## src/rtl/piso_pkg.sv

```systemverilog
// piso_pkg: shared state encoding and counter-width helper for the PISO serializer
package piso_pkg;
  typedef enum logic [1:0] {IDLE, SHIFT, PARITY} state_t;
  function automatic int cnt_width(input int width);
    return (width < 2) ? 1 : $clog2(width);
  endfunction
endpackage

```

## src/rtl/piso_bit_counter.sv

```systemverilog
// piso_bit_counter: frame bit down-counter (clk, rst_n, load restarts at WIDTH-1, en steps, last flags the final bit)
module piso_bit_counter
  import piso_pkg::*;
#(
  parameter int WIDTH = 8
) (
  input  logic clk,
  input  logic rst_n,
  input  logic load,
  input  logic en,
  output logic last
);
  localparam int CW = cnt_width(WIDTH);
  logic [CW-1:0] cnt;
  always_ff @(posedge clk or negedge rst_n)
    if (!rst_n) begin
      cnt  <= '0;
      last <= 1'b0;
    end else if (load) begin
      cnt  <= CW'(WIDTH - 1);
      last <= 1'b0;
    end else if (en) begin
      cnt  <= cnt - CW'(1);
      last <= cnt == CW'(1);
    end
endmodule

```

## src/rtl/piso_serializer.sv

```systemverilog
// piso_serializer: valid/ready WIDTH-bit parallel-in serial-out (in_valid/in_ready/in_data -> ser_out/ser_valid/frame_start/frame_done/busy; clk, async rst_n); define PISO_PARITY_EN to append an even-parity bit
module piso_serializer
  import piso_pkg::*;
#(
  parameter int WIDTH      = 8,
  parameter bit MSB_FIRST  = 1'b1,
  parameter bit IDLE_LEVEL = 1'b0
) (
  input  logic             clk,
  input  logic             rst_n,
  input  logic             in_valid,
  output logic             in_ready,
  input  logic [WIDTH-1:0] in_data,
  output logic             ser_out,
  output logic             ser_valid,
  output logic             frame_start,
  output logic             frame_done,
  output logic             busy
);
  state_t state;
  logic [WIDTH-1:0] sr;
  logic last;
  logic hs;
`ifdef PISO_PARITY_EN
  logic par;
  assign in_ready   = state == IDLE || state == PARITY;
  assign frame_done = state == PARITY;
`else
  assign in_ready   = state == IDLE || (state == SHIFT && last);
  assign frame_done = state == SHIFT && last;
`endif
  assign hs   = in_valid && in_ready;
  assign busy = ser_valid;
  piso_bit_counter #(.WIDTH(WIDTH)) u_cnt (
    .clk  (clk),
    .rst_n(rst_n),
    .load (hs),
    .en   (state == SHIFT && !last),
    .last (last)
  );
  // The first bit is driven straight from in_data so it appears the cycle after the handshake;
  // sr holds the remaining bits, already shifted by one.
  always_ff @(posedge clk or negedge rst_n)
    if (!rst_n) begin
      state       <= IDLE;
      sr          <= '0;
      ser_out     <= IDLE_LEVEL;
      ser_valid   <= 1'b0;
      frame_start <= 1'b0;
`ifdef PISO_PARITY_EN
      par         <= 1'b0;
`endif
    end else begin
      frame_start <= hs;
      if (hs) begin
        state     <= SHIFT;
        ser_out   <= MSB_FIRST ? in_data[WIDTH-1] : in_data[0];
        sr        <= MSB_FIRST ? in_data << 1 : in_data >> 1;
        ser_valid <= 1'b1;
`ifdef PISO_PARITY_EN
        par       <= ^in_data;
`endif
      end else if (state == SHIFT && !last) begin
        ser_out <= MSB_FIRST ? sr[WIDTH-1] : sr[0];
        sr      <= MSB_FIRST ? sr << 1 : sr >> 1;
`ifdef PISO_PARITY_EN
      end else if (state == SHIFT) begin
        state   <= PARITY;
        ser_out <= par;
`endif
      end else begin
        state     <= IDLE;
        ser_out   <= IDLE_LEVEL;
        ser_valid <= 1'b0;
      end
    end
endmodule
```

## config.mk

```make
export PLATFORM = sky130hd
export DESIGN_NAME = piso_serializer
export DESIGN_NICKNAME = d
export VERILOG_FILES = /design/src/rtl/piso_pkg.sv /design/src/rtl/piso_bit_counter.sv /design/src/rtl/piso_serializer.sv
export SDC_FILE = /design/constraint.sdc
export NUM_CORES = 1
export LEC_CHECK = 0
export ABC_AREA = 1
export BUFFER_PORTS_ARGS = -buffer_cell sky130_fd_sc_hd__buf_2
export CORE_MARGIN = 4
export CORE_UTILIZATION = 47
export CTS_BUF_LIST = sky130_fd_sc_hd__clkbuf_4 sky130_fd_sc_hd__clkbuf_8
export DETAILED_ROUTE_END_ITERATION = 7
export PLACE_DENSITY = 0.71
export SETUP_SLACK_MARGIN = 0.15
export SLEW_MARGIN = 10
export SYNTH_ARGS = -nofsm -noshare
export SYNTH_HDL_FRONTEND = slang
export SYNTH_SLANG_ARGS = --single-unit
```

## constraint.sdc

```tcl
create_clock -name clk -period 1.48 [get_ports clk]
set_clock_uncertainty 0.15 [all_clocks]
set_input_delay 0.444 -clock clk [delete_from_list [all_inputs] [get_ports clk]]
set_output_delay 0.444 -clock clk [all_outputs]
set_load 0.02 [all_outputs]
```

=== After elaboration in Yosys (flattened, before gate mapping) ===
Index checks and enable logic that the tools add are counted.

* Register bits: 17

* Equal/unequal tests: 3
* Multiplexer cells: 12
* Reductions and logical operators: 7
* $add $sub $neg: 1

{| class="wikitable"
|+ Operators by type and width
! operator !! number
|-
| two-way mux 8 bit || 2
|-
| two-way mux 1 bit || 6
|-
| two-way mux 3 bit || 2
|-
| two-way mux 2 bit || 2
|-
| == test 3 x 1 -> 1 bit (second input constant) || 1
|-
| logical AND 1 bit || 3
|-
| subtractor 3 x 1 -> 3 bit (second input constant) || 1
|-
| == test 2 x 1 -> 1 bit (second input constant) || 1
|-
| logical NOT 2 bit || 1
|-
| inequality test 2 bit (second input constant) || 1
|-
| nonzero test 2 bit || 1
|-
| logical NOT 1 bit || 1
|-
| logical OR 1 bit || 1
|}

=== Logic depth before layout (Yosys ltp) ===
Gate-level depths: netlist of run 1.

* Depth after elaboration: 5
* Gate-level depth with buffers: 5
* Depth with buffers taken out: 5

=== Hierarchy ===
Synthesis of run 1 repeated with hierarchy kept, for this count alone.

* Cell total of the unflattened synthesis: 77
* Area, all modules: 665.6 um^2

{| class="wikitable"
|+ Modules (own cells, without submodules)
! module !! times used !! cells each !! area each (um^2)
|-
| piso_serializer || 1 || 53 || 461.7
|-
| piso_bit_counter || 1 || 24 || 203.9
|}

=== Least setup slack after synthesis of run 1 ===
Ideal clock, no wire load.

* Path type: register -> output
* Start point: register busy (netlist name)
* End point: output port in_ready
* Arrival time: 870 ps
* Buffers on the path: 1
* Data required time: 886 ps
* Cell stages (with the launch flop): 3
* Setup slack: 16 ps
* Path through: dfrtp_1 nand2_4 buf_12

{| class="wikitable"
|+ RTL lines
! element !! line !! source
|-
| to (decl) || piso_serializer.sv:12 || <nowiki>output logic in_ready,</nowiki>
|}

=== Final worst setup path of run 1 ===
* Start point: register u_cnt.last
* End point: output port in_ready

* Cells in the longest elaborated chain, start to end: 2

{| class="wikitable"
|+ Ends and longest elaborated chain
! element !! line !! source
|-
| from (decl) || piso_bit_counter.sv:11 || <nowiki>output logic last</nowiki>
|-
| from (signal assigned) || piso_bit_counter.sv:18 || <nowiki>last <= 1'b0;</nowiki>
|-
| from (signal assigned) || piso_bit_counter.sv:21 || <nowiki>last <= 1'b0;</nowiki>
|-
| from (signal assigned) || piso_bit_counter.sv:24 || <nowiki>last <= cnt == CW'(1);</nowiki>
|-
| logical AND 1 bit || piso_serializer.sv:29 || <nowiki>assign in_ready = state == IDLE || (state == SHIFT && last);</nowiki>
|-
| logical OR 1 bit || piso_serializer.sv:29 ||
|}

No other way between the ends.

==> impl_metrics.yaml, run 1 <==
clock_network:
  clock_sinks: 14
  cts_tree: "built"
  cts_buffers: 3
  clk_transition_reported_paths_ns: 0.08
  cts_root_buf: "clkbuf_4"
  clk_latency_ns: 0.28
  clockBufferDepth: 2
  h-tree-depth: 1
cells_and_area:
  multi_input_area_um2: 320
  antenna_cells: 0
  layout_commonest_cell: "nand2_1"
  register_area_um2: 352
  num-nets-final: 112
  final_cell_mix: "16 x nand2_1, 14 x nand3_2, 13 x dfrtp_1"
  area_delta_synth_final_pct: 23.1
  drive_gt1_share_pct: 46.9
  final_cells: 114
  n_fill_cell: 144
  final_area_um2: 912
place:
  place.port_buffers: 16
  place_inst: 106
  finalWeightedCongestion: 0.776
  place_hpwl_um: 974
  place_area_um2: 825
logic_synthesis:
  yosysUniqueCellTypes: 15
  synth-seq-cells: 14
  syn-num-nets: 88
  ys_seq_area_share_pct: 47.3
  avgSynthCellArea_um2: 9.88
  synth_warnings: 0
  synth_area_um2: 741
  synth_cells: 75
floorplan:
  dieArea_um2: 2280
  core.rowCount: 14
  die_x_um: 47.7
  pin_count: 17
  fp.dieH_um: 47.7
  initial_core_util_pct: 49.2
  core_area_um2: 1510
route:
  dr_wl_met2_um: 595
  drc: 0
  wl_met1_um: 604
  drt_wl_total_mm: 1.32
  top_layer: "met4"
  drtAntennaViolNets: 0
  viasPerCell: 4.94
  wire_per_inst_um: 11.5
  drt_iter0_drc: 7
  num_vias: 563
  dr.pass1.iters: 3
  dr_wl_met3_um: 90
timing:
  relSlewSlack_pct: 79.2
  finalCritPeriodShare_pct: 107
  worst_slack_ns: -0.102
  finalHoldViolCount: 0
  setup_violations: 4
  slew_viol_final: 0
  timing.fmax_ghz: 0.632
  fin_crit_ns: 1.58
  tightest_slew_ns: 0.312
  rsz0062_at_grt: "yes"
setup_path:
  cp.required_ns: 0.89
  critical_path_class: "flip-flop to output pin"
  endpoint_kind: "output pin"
  critPathMaxFanout: 3
  startpoint_type: "flip-flop"
  worstPathArrival_ns: 0.99
global_routing:
  grt_pass1_wl_mm: 2.12
  antenna_found_initial: 0
  grt_max_degree: 19
  grt_pass1_vias: 507
  overflow: 0
  grt_use_total_pct: 14.0
worst_hold_path:
  hp-class: "input pin to flip-flop"
power_and_ir_drop:
  p_total_mw: 1.87
  cellLeakagePower_nw: 0.504
  p_per_area_nw_per_um2: 2050
  vdd_drop_max_mv: 0.969
status:
  violations: "negative setup slack"
  status: "finished, violations left"
flow_run:
  drv_cap: 0
-- logic make-up (layout without fill, tap and decap cells) --
group           count (synthesis)  in the layout  share of synthesized area (%)
compound gates                  2              2                           1.35
buf+inv                        13             36                           9.46
fa+ha+maj                       2              2                           3.38
simple gates                   44             44                           38.5
flops                          14             14                           47.3
-- worst max-delay path, stage by stage (launching register included) --
cell     delay [ns]
dfrtp_1        0.43
inv_2          0.10
nand2_4        0.05
buf_6          0.13
-- metrics by stage --
step	setup TNS (ns)	hold slack [ns]	util [%]	worst slack, ns
final	-0.255	0.236	60.5	-0.102
after global routing	-0.478	0.250	60.5	-0.166
after CTS	-0.355	0.225	59.6	-0.117
after detailed placement	0	0.206	54.7	0.155
after global placement	0	0.212	54.7	0.158
after floorplan	0	-0.00159	-	0.122
-- power breakdown --
group	internal, mW	leakage, nW	switching [mW]
Sequential	0.540	0.177	0.114
Combinational	0.405	0.309	0.563
Clock	0.123	0.0184	0.122
Total	1.07	0.504	0.798
-- cells in the mapped netlist (all sizes together) --
library cell	n	area share, %
buf	3	4.4
nand2	18	10
dfrtp	14	47
ha	2	3.4
nand3	24	26
nor2	1	1.5
o21ai	2	1.4
nand4	1	0.85
inv	10	5.1
-- flip-flops by register name, indices dropped and copies added (netlist names) --
name / cells
u_cnt.cnt: 3
u_cnt.last: 1
ser_out: 1
sr: 7
frame_start: 1
busy: 1
-- final timing paths --
kind / to / slack [ns] / from / cells after the start
min in group asynchronous: busy / 0.43 / rst_n / 2
max in group asynchronous: busy / 0.50 / rst_n / 2
worst max register to register: u_cnt.cnt[0] / 0.19 / u_cnt.last / 6
worst min register to register: sr[1] / 0.36 / sr[1] / 2
worst min-delay path: sr[1] / 0.24 / in_data[0] / 3
worst max-delay path: in_ready / -0.10 / u_cnt.last / 3
-- timing repair --
action / CTS / global route
setup buffers: 1 / 2
setup endpoints to repair: 6 / 11
hold buffers: 1 / 0
resized for setup: 8 / 0
pin swaps: 2 / 0
hold endpoints to repair: 14 / 0
-- final cells by class --
cell class	instances	share of cell area, %
Sequential cell	14	38.5
Clock buffer	4	3.29
Timing Repair Buffer	22	16.7
Tap cell	16	2.19
Multi-Input combinational cell	48	35.1
Inverter	10	4.12
-- layer usage --
metal  track usage (%)  vias up
met1              17.8      250
met3              4.51        4
met4              9.68        0
li1                  -      292
met5                 0        -
met2              20.1       17
(Power assumes the default switching activity.)
==> inputs of run 2 (changes only) <==
CELL_PAD_IN_SITES_DETAIL_PLACEMENT = 1   (was not set)
CELL_PAD_IN_SITES_GLOBAL_PLACEMENT = 2   (was not set)
CORE_UTILIZATION = 33   (was 47)
PLACE_DENSITY = not set   (was 0.71)
PLACE_DENSITY_LB_ADDON = 0.1   (was not set)
==> run 2 against run 1 <==
Against the previous run: total power increased by 7.5%; the flow still finishes with violations (negative setup slack); clock-buffer cell count unchanged; maximum frequency increased by 0.48%; core utilization decreased by 13 points; register-to-register slack improved by 0.03 ns; global-route usage decreased by 2.6 points; final cell count increased by 11%; critical path depth unchanged; wire length increased by 16%; sequential power about the same.
==> impl_metrics.yaml, run 2 (synthesis gave the netlist of run 1 again) <==
status:
  status: "finished, violations left"
  violations: "negative setup slack"
place:
  dp_slack_ns: 0.142
  place.port_buffers: 16
  place_area_um2: 846
  place_hpwl_mm: 1.13
  place_inst: 118
  finalWeightedCongestion: 0.730
setup_path:
  reg2reg_slack_ns: 0.22
  cp.required_ns: 0.89
  ff2ff_path_depth: 6
  critical_path_class: "flip-flop to output pin"
  startpoint_type: "flip-flop"
  critPathMaxFanout: 3
  endpoint_kind: "output pin"
  worstPathArrival_ns: 0.98
  r2r_end: "sr[4]"
  r2r_start: "u_cnt.last"
timing:
  finalCritPeriodShare_pct: 106
  slew_viol_final: 0
  tightest_slew_ns: 0.329
  relSlewSlack_pct: 78.1
  timing.fmax_ghz: 0.635
  fin_crit_ns: 1.57
  setup_violations: 4
  rsz0062_at_grt: "yes"
  finalHoldViolCount: 0
  worst_slack_ns: -0.0944
global_routing:
  grt_util_met2_pct: 16.7
  grt_pass1_wl_mm: 2.79
  antenna_found_initial: 0
  grt_max_degree: 15
  grt_busiest_layer: "met2"
  grt_pass1_vias: 601
  grt_use_total_pct: 11.5
  met1_usage_pct: 14.8
  use_met3_pct: 5.13
  overflow: 0
floorplan:
  fp.dieH_um: 55.4
  dieArea_um2: 3070
  die_x_um: 55.4
  core.rowCount: 16
  initial_core_util_pct: 36.3
  pin_count: 17
  core_area_um2: 2040
route:
  viasPerCell: 4.60
  drt_iter0_drc: 2
  num_vias: 584
  wire_per_inst_um: 12.0
  drt_wl_total_mm: 1.52
  drc: 0
  dr.pass1.iters: 4
  drtAntennaViolNets: 0
clock_network:
  h-tree-depth: 1
  clock_sinks: 14
  cts_root_buf: "clkbuf_4"
  cts_buffers: 3
  cts_tree: "built"
  clk_transition_reported_paths_ns: 0.08
  clockBufferDepth: 2
  clk_latency_ns: 0.28
cells_and_area:
  num-nets-final: 114
  reg.largest.list: "sr: 7 flops, u_cnt.cnt: 3 flops"
  multi_input_area_um2: 335
  final_area_um2: 967
  regMostFlops: "sr"
  register_area_um2: 352
  final_cell_mix: "15 x nand3_2, 14 x nand2_1, 13 x dfrtp_1"
  layout_commonest_cell: "nand3_2"
  final_cells: 127
  drive_gt1_share_pct: 52.0
  finalCoreUtilization_pct: 47.4
  antenna_cells: 0
  largest_register_ffs: 7
  area_delta_synth_final_pct: 30.6
  n_fill_cell: 244
worst_hold_path:
  hp-class: "input pin to flip-flop"
  holdPathStages: 3
  worstHoldStart: "in_data[7]"
  hold_end: "ser_out"
power_and_ir_drop:
  vdd_drop_max_mv: 0.888
  cellLeakagePower_nw: 0.525
  p_per_area_nw_per_um2: 2070
flow_run:
  drv_cap: 0
## run 2: how the worst max path moves through the flow
stage                     from    endpoint  slack, ns
detailed placement  u_cnt.last    in_ready       0.14
global route              busy  frame_done      -0.17
finish              u_cnt.last    in_ready      -0.09
global placement    u_cnt.last    in_ready       0.15
CTS                       busy  frame_done      -0.12
floorplan           u_cnt.last    in_ready       0.12
## run 2: timing repair
| item | CTS | global route |
|---|---|---|
| resized for setup | 8 | 8 |
| hold buffers | 1 | 0 |
| setup endpoints to repair | 6 | 6 |
| buffers inserted | 2 | 2 |
| pin swaps | 1 | 0 |
| hold endpoints to repair | 14 | 0 |
## run 2: cell type report
type / instances / share of cell area, %
Multi-Input combinational cell: 48 / 34.7
Sequential cell: 14 / 36.4
Clock buffer: 4 / 3.10
Timing Repair Buffer: 24 / 18.5
Inverter: 10 / 3.88
Tap cell: 27 / 3.49
## run 2: power breakdown
part           internal [mW]  leakage [nW]  switching, mW
sequential             0.540         0.177          0.114
clock                  0.123        0.0184          0.122
combinational          0.504         0.329          0.604
## run 2: routing by layer
metal | part of all wire (%) | up-vias
met3 | 6.4 | 2
met2 | 41 | 17
met5 | 0 | -
met1 | 51 | 272
met4 | 1.2 | 0
li1 | - | 293
## run 2: critical path, cell delays in order, from the launching register on
cell	delay, ns
dfrtp_1	0.42
inv_2	0.10
nand2_4	0.06
buf_6	0.13
## run 2: metrics by stage
stage	setup TNS [ns]	hold slack [ns]	total power, mW
final	-0.278	0.238	2.01
after CTS	-0.335	0.231	1.92
after detailed placement	0	0.224	1.56
after floorplan	0	-0.00159	1.36
after global placement	0	0.219	1.54
after global routing	-0.518	0.229	2.20
==> inputs of run 3 (changes only) <==
SETUP_SLACK_MARGIN = 0.5   (was 0.15)
==> run 3 against run 2 <==
Against the previous run: the flow finishes with violations (negative hold slack, negative setup slack); clock power increased by 17%; core utilization up 10 points; combinational power rose by 55%; global-route usage rose by 1.0 points; largest power group unchanged; final cell count increased by 2.4%; die area stayed put.
==> impl_metrics.yaml, run 3 (synthesis gave the netlist of run 1 again) <==
clock_network:
  clockBufferDepth: 2
  cts_tree: "built"
  h-tree-depth: 1
  clock_sinks: 14
  clk_transition_reported_paths_ns: 0.10
  cts_buffers: 3
  clk_latency_ns: 0.29
  cts_root_buf: "clkbuf_4"
floorplan:
  core_area_um2: 2040
  core.rowCount: 16
  fp.dieH_um: 55.4
  die_x_um: 55.4
  initial_core_util_pct: 36.3
  dieArea_um2: 3070
  pin_count: 17
timing:
  timing.fmax_ghz: 0.634
  setup_tns_ns: -0.288
  slew_viol_final: 0
  relSlewSlack_pct: 67.0
  rsz0062_at_grt: "yes"
  fin_crit_ns: 1.58
  finalHoldViolCount: 14
  tightest_slew_ns: 0.494
  finalCritPeriodShare_pct: 107
  worst_slack_ns: -0.0972
  whs_ns: -0.117
  setup_violations: 4
setup_path:
  startpoint_type: "flip-flop"
  worstPathArrival_ns: 0.98
  startpoint: "busy"
  r2r_start: "u_cnt.last"
  critPathMaxFanout: 6
  cp.required_ns: 0.89
  endpoint_kind: "output pin"
  critical_path_class: "flip-flop to output pin"
cells_and_area:
  finalCoreUtilization_pct: 57.4
  largest_register_ffs: 7
  antenna_cells: 0
  regMostFlops: "sr"
  reg.largest.list: "sr: 7 flops, u_cnt.cnt: 3 flops"
  final_cell_mix: "15 x nand3_2, 13 x nand2_1, 13 x dfrtp_1"
  multi_input_area_um2: 458
  layout_commonest_cell: "nand3_2"
  n_fill_cell: 217
  area_delta_synth_final_pct: 58.3
  drive_gt1_share_pct: 65.0
  register_area_um2: 352
  num-nets-final: 117
power_and_ir_drop:
  p_clk_share_pct: 10.8
  vdd_drop_max_mv: 1.81
  power.share.switching_pct: 42.1
  p_sw_mw: 1.12
  p_per_area_nw_per_um2: 2270
  pwr-share-comb_pct: 64.6
  seqPwrFrac_pct: 24.6
  internal_power_mw: 1.54
  cellLeakagePower_nw: 0.572
global_routing:
  grt_use_total_pct: 12.5
  grt_pass1_wl_mm: 3.01
  use_met3_pct: 5.36
  grt_max_degree: 15
  grt_util_met2_pct: 21.1
  antenna_found_initial: 0
  grt_busiest_layer: "met2"
  grt_pass1_vias: 618
  met1_usage_pct: 14.9
  overflow: 0
place:
  place_hpwl_mm: 1.11
  place.port_buffers: 16
  finalWeightedCongestion: 0.727
worst_hold_path:
  hp-class: "input pin to asynchronous set/reset pin"
route:
  drt_iter0_drc: 2
  wire_per_inst_um: 14.3
  viasPerCell: 4.82
  num_vias: 626
  drc: 0
  drtAntennaViolNets: 0
  dr.pass1.iters: 3
  drt_wl_total_mm: 1.85
status:
  status: "finished, violations left"
  violations: "negative hold slack, negative setup slack"
flow_run:
  drv_cap: 0
## run 3: changes by cell type in the layout (fill, tap and decap cells not counted), sizes merged
cell	before	now
clkbuf	4	5
dlygate4sd3	1	0
nor2	1	2
buf	23	25
## run 3: final timing paths
path                                 to  cells after the start  slack (ns)
hold reg to reg            u_cnt.cnt[2]                      2        0.37
setup reg to reg                  sr[4]                      7        0.10
min in group clk                  sr[1]                      3        0.23
max in group asynchronous          busy                      1        1.03
setup / recovery             frame_done                      3        -0.1
hold / removal                    sr[7]                      1       -0.12
## run 3: layer usage
| metal | vias to the layer above | share of wire (%) |
|---|---|---|
| li1 | 303 | - |
| met1 | 304 | 43 |
| met2 | 17 | 50 |
| met3 | 2 | 5.8 |
| met4 | 0 | 0.70 |
| met5 | - | 0 |
## run 3: worst max-delay path, cell delays in order (launching register included)
cell     delay (ns)
dfrtp_2        0.47
nand2_2        0.08
inv_2          0.03
buf_6          0.12
## run 3: final cells by class
cell class | count | share of cell area, %
sequential | 14 | 30.0
multi-input combinational | 49 | 39.1
inverter | 10 | 4.06
tap | 27 | 2.88
clock buffer | 4 | 3.09
timing repair buffer | 26 | 20.9
## run 3: timing repair
| item | in CTS | in global routing |
|---|---|---|
| resized for setup | 32 | 10 |
| endpoints found under the setup margin | 20 | 20 |
| buffers inserted | 5 | 1 |
| pin swaps | 6 | 6 |
| hold endpoints to repair | 14 | 14 |
| gates cloned | 2 | 1 |
## run 3: stage by stage
step           power [mW]  setup slack, ns  cells  instance area [µm²]
2_1_floorplan        1.37            0.124     75                  756
3_3_place_gp         1.54            0.154    117                  846
3_5_place_dp         1.57            0.143    117                  846
4_1_cts              2.42           -0.111    128                 1080
5_1_grt              2.84           -0.155    130                 1170
6_report             2.66          -0.0972    130                 1170
## run 3: power groups by stage
stage / clock network (mW) / logic, mW / registers [mW]
6_report: 0.287 / 1.72 / 0.655
5_1_grt: 0.315 / 1.85 / 0.676
4_1_cts: 0.295 / 1.48 / 0.641
3_5_place_dp: 0 / 0.912 / 0.655
3_3_place_gp: 0 / 0.894 / 0.651
2_1_floorplan: 0 / 0.690 / 0.677
